### config.mk
export PLATFORM = sky130hd
export DESIGN_NAME = tdm_mux4_tx
export DESIGN_NICKNAME = d
export VERILOG_FILES = /design/src/rtl/tdm_mux4_tx_pkg.sv /design/src/rtl/tdm_tx_lane.sv /design/src/rtl/tdm_mux4_tx.sv
export SDC_FILE = /design/constraint.sdc
export NUM_CORES = 1
export LEC_CHECK = 0
export ABC_AREA = 1
export CAP_MARGIN = 20
export CORE_MARGIN = 2
export CORE_UTILIZATION = 48
export DETAILED_ROUTE_END_ITERATION = 16
export PLACE_DENSITY = 0.81
export SLEW_MARGIN = 30
export SYNTH_ARGS = -nofsm -noshare
export SYNTH_HDL_FRONTEND = slang
export SYNTH_SLANG_ARGS = --single-unit
### constraint.sdc
create_clock -name clk -period 1.5 [get_ports clk]
set_clock_uncertainty 0.2 [all_clocks]
set_input_delay 0.45 -clock clk [delete_from_list [all_inputs] [get_ports clk]]
set_output_delay 0.45 -clock clk [all_outputs]
set_load 0.02 [all_outputs]
### src/rtl/tdm_mux4_tx_pkg.sv
// Shared constants for the four-channel TDM transmitter.
package tdm_mux4_tx_pkg;
    localparam int   NUM_CH = 4;
    localparam int   SEL_W  = 2;
    localparam logic D_IDLE = 1'b1;

    typedef logic [SEL_W-1:0] sel_t;
endpackage

### src/rtl/tdm_tx_lane.sv
// One transmit channel: holds the word, shifts it MSB-first on each served slot,
// and retires itself after the last bit.
module tdm_tx_lane #(
    parameter int WIDTH = 8
) (
    input  logic             clk,
    input  logic             rst_n,
    input  logic             load,
    input  logic [WIDTH-1:0] data,
    input  logic             shift,
    output logic             msb,
    output logic             active,
    output logic             last
);
    localparam int CW = (WIDTH > 1) ? $clog2(WIDTH) : 1;

    logic [WIDTH-1:0] sr;
    logic [CW-1:0]    cnt;

    always_ff @(posedge clk or negedge rst_n) begin
        if (!rst_n) begin
            sr     <= '0;
            cnt    <= '0;
            active <= 1'b0;
        end else if (load && !active) begin
            sr     <= data;
            cnt    <= '0;
            active <= 1'b1;
        end else if (shift && active) begin
            sr  <= sr << 1;
            cnt <= cnt + CW'(1);
            if (last)
                active <= 1'b0;
        end
    end

    assign msb  = sr[WIDTH-1];
    assign last = (cnt == CW'(WIDTH-1));
endmodule

### src/rtl/tdm_mux4_tx.sv
// Round-robin slot timer driving the demux select/data/enable, with one
// serialising lane per channel.
module tdm_mux4_tx
    import tdm_mux4_tx_pkg::*;
#(
    parameter int WIDTH       = 8,
    parameter int SLOT_CYCLES = 1
) (
    input  logic                    clk,
    input  logic                    rst_n,
    input  logic [NUM_CH-1:0]       load,
    input  logic [NUM_CH*WIDTH-1:0] data_in,
    output logic [NUM_CH-1:0]       ready,
    output logic [SEL_W-1:0]        A,
    output logic                    D,
    output logic                    E
);
    localparam int TW = (SLOT_CYCLES > 1) ? $clog2(SLOT_CYCLES) : 1;

    logic [TW-1:0]     tcnt;
    logic              bnd;
    sel_t              nxt;
    logic [NUM_CH-1:0] shift;
    logic [NUM_CH-1:0] msb;
    logic [NUM_CH-1:0] active;
    // Lanes retire themselves; the end-of-word flag is not needed up here.
    logic [NUM_CH-1:0] last_unused;

    assign bnd   = (tcnt == TW'(SLOT_CYCLES-1));
    assign nxt   = A + 1'b1;
    assign ready = ~active;

    for (genvar i = 0; i < NUM_CH; i++) begin : g_lane
        // Only the channel being served this slot advances, and only if it sent a bit.
        assign shift[i] = bnd && E && (A == SEL_W'(i));

        tdm_tx_lane #(.WIDTH(WIDTH)) u_lane (
            .clk    (clk),
            .rst_n  (rst_n),
            .load   (load[i]),
            .data   (data_in[i*WIDTH +: WIDTH]),
            .shift  (shift[i]),
            .msb    (msb[i]),
            .active (active[i]),
            .last   (last_unused[i])
        );
    end

    always_ff @(posedge clk or negedge rst_n) begin
        if (!rst_n) begin
            tcnt <= '0;
            A    <= '0;
            E    <= 1'b0;
            D    <= D_IDLE;
        end else if (bnd) begin
            tcnt <= '0;
            A    <= nxt;
            E    <= active[nxt];
            D    <= active[nxt] ? msb[nxt] : D_IDLE;
        end else begin
            tcnt <= tcnt + TW'(1);
        end
    end
endmodule
==> metrics <==
Syn Inst Count=319; Placement Rows=27; worst-case hold path end point=g_lane[2].u_lane.cnt[0]$_DFFE_PN0P_; Crit path max-delay family=flip-flops; syn avg cell area=8.77 um^2; Die W=80.3 um; max_slew headroom=82.5%; CTS root buffer=clkbuf_8; worst hold path class=reg -> reg; Syn-to-layout area delta=36.0%; Vias=2458; Fin Setup TNS=-0.453 ns; share of layout cells above drive strength 1=27.0%; TritonCTS clock tree=done; clk sink count=52; Nets=449; cell count of the worst reg-to-reg path=7; aggregate global-route resource usage=19.9%; startpoint types=flop; post-synthesis sequential area ratio=46.6%; hold wc startpoint=g_lane[2].u_lane.cnt[0]$_DFFE_PN0P_; initial antenna violation count=0; largest net degree at the start of global routing=20; core area=0.00557 mm^2; DR vias/cell=5.21; average routed wire per standard cell=13.6 um; Residual DRC=0; cell total after placement=447; Hold Path Cell Cnt=1; worst reg2reg endpoint=g_lane[0].u_lane.sr[6]$_DFFE_PN0P_; dominant cell type by area after synthesis=dfrtp_1; crit-path cells=buf_6; power density over the cells=1220 mW/mm^2; first-pass GRT wire length=10100 um; Max-Cap Viols=0; Die Height=80.3 um; overall power=4.66 mW; shortest period the worst path allows=1.60 ns; Peak VDD IR=585 uV; crit path max-delay cell type=dfstp_2; Hold Violations, Final=0; Die Footprint=0.00646 mm^2; Worst EP required=0.85 ns; clock latency at the later pin of the worst-skew pair=0.31 ns; vias in the first global route=2352; kind of critical path=reg -> out; top cells by area, synth=dfrtp_1 46%, nand2_1 14%, nand3_1 13%; CP Capture Type=primary output; Mapped Area=0.00280 mm^2; Least-Margin Pin Slew=0.262 ns; GR Overflow Total=0; maximum clock path buffer count=2; Lkg Pwr=1.90 nW; Tcrit/Tclk final=107%; Finish-stage setup viols=15; Post-DP HPWL=4230 um; #FFs+latches synth=52; Layout fillers=432; PortBufs=45; arrival time worst endpoint=0.95 ns; yosys warns=0; worst r2r src=A[0]$_DFF_PN0_; area share of the leading cell type in the synthesized netlist=45.6%; drt initial violations=177; Initial Util=50.2%; run status=finished, violations left; syn_nets=369; Placer Congestion=0.795; slowest stage delay, CP=0.54 ns; fin worst setup slack=-0.100 ns; final WL=6430 um; Fmax achieved=625 MHz; CP Max Fanout=1; Yosys cell types=22; worst path bufs/invs=1; Detailed Routing Iterations Pass 1=4; Final Hold Slack=0.289 ns; cts bufs inserted=5; RSZ-0062 raised after global routing=true; worst reg-to-reg setup slack=-0.03 ns; DRT antenna net count=0; Final Slew Violations=0; Post-Layout Cell Count=472; H-Tree Depth=2; failing checks=negative setup slack; Setup WS pre-CTS=-0.239 ns; Top Ports=46; CTS clk-pin slew, worst paths=0.10 ns; Ant. Diodes=0
## final cells by class
cell class	instances	area (um^2)	area share, %
clock buffer	6	72.6	1.91
clock inverter	2	12.5	0.329
inverter	18	85.1	2.24
multi-input combinational	234	1410	37.1
sequential	52	1310	34.3
tap	72	90.1	2.37
timing repair buffer	88	827	21.7
## state kept, by name, indices dropped and copies added, names as in the netlist
register	flops
E	1
A	2
g_lane.u_lane.cnt	12
g_lane.u_lane.active	4
D	1
g_lane.u_lane.sr	32
## stage by stage
stage               utilization [%]  cell area, um^2
floorplan                         -             2810
finish                         68.3             3810
global placement               60.7             3390
CTS                            65.1             3630
global route                   68.3             3810
detailed placement             60.7             3390
## metal layers
| metal | global-route usage, % | wire length (um) | vias to the layer above |
|---|---|---|---|
| li1 | - | - | 1228 |
| met1 | 24.9 | 2750 | 1170 |
| met2 | 35.2 | 3350 | 52 |
| met3 | 3.26 | 239 | 8 |
| met4 | 5.76 | 95 | 0 |
| met5 | 0 | 0 | - |
## where the power goes
part	internal (mW)	switching, mW	total [mW]
clock	0.328	0.485	0.813
combinational	0.801	0.884	1.69
sequential	1.86	0.305	2.16
total	2.99	1.67	4.66
## cells in the final DEF, fill, tap and decap left out, types with 6 or more instances in the layout
cell,n
o21ai_1,8
nand3_2,12
nand2_2,10
buf_6,11
ha_1,8
nand3_1,67
buf_4,35
nand2_1,94
dfrtp_1,49
inv_1,11
clkdlybuf4s50_1,36
nand4_1,13
nand3_4,6
## worst max path at each step
stage,startpoint,end,slack [ns],depth (start not counted)
CTS,D$_DFF_PN1_,D,-0.1,1
global route,D$_DFF_PN1_,D,-0.12,1
detailed placement,load[0],g_lane[0].u_lane.sr[2]$_DFFE_PN0P_,-0.24,5
floorplan,A[0]$_DFF_PN0_,g_lane[0].u_lane.sr[1]$_DFFE_PN0P_,-0.03,6
finish,D$_DFF_PN1_,D,-0.10,1
global placement,D$_DFF_PN1_,D,-0.23,1
## repair_timing
action	4_1_cts	5_1_grt
resized for setup	61	34
pin swaps	4	13
endpoints found under the hold margin	8	0
hold buffers	1	0
setup buffers	8	5
cloned	2	1
setup endpoints to repair	50	34
## cells by family after synthesis
group,share of synthesized area (%)
AOI/OAI and AO/OA,3.40
buffers and inverters,9.12
and+or+nand+nor,35.6
adders and majority gates,5.37
DFF,46.6
## cells in the mapped netlist
| cell type | instances |
|---|---|
| buf_12 | 1 |
| nand4_1 | 13 |
| nand2_4 | 3 |
| inv_1 | 15 |
| o21ai_0 | 3 |
| inv_2 | 1 |
| o21ai_1 | 8 |
| ha_1 | 12 |
| buf_6 | 8 |
| nand3_1 | 75 |
| inv_4 | 2 |
| buf_2 | 3 |
| dfstp_2 | 1 |
| nand3_4 | 4 |
| nand3_2 | 3 |
| nand2_1 | 101 |
| nand2_2 | 4 |
| o21a_1 | 3 |
| o21ai_2 | 2 |
| dfrtp_1 | 51 |
| clkbuf_8 | 2 |
| buf_4 | 4 |
Note: power is estimated with default switching activity, not from simulation.
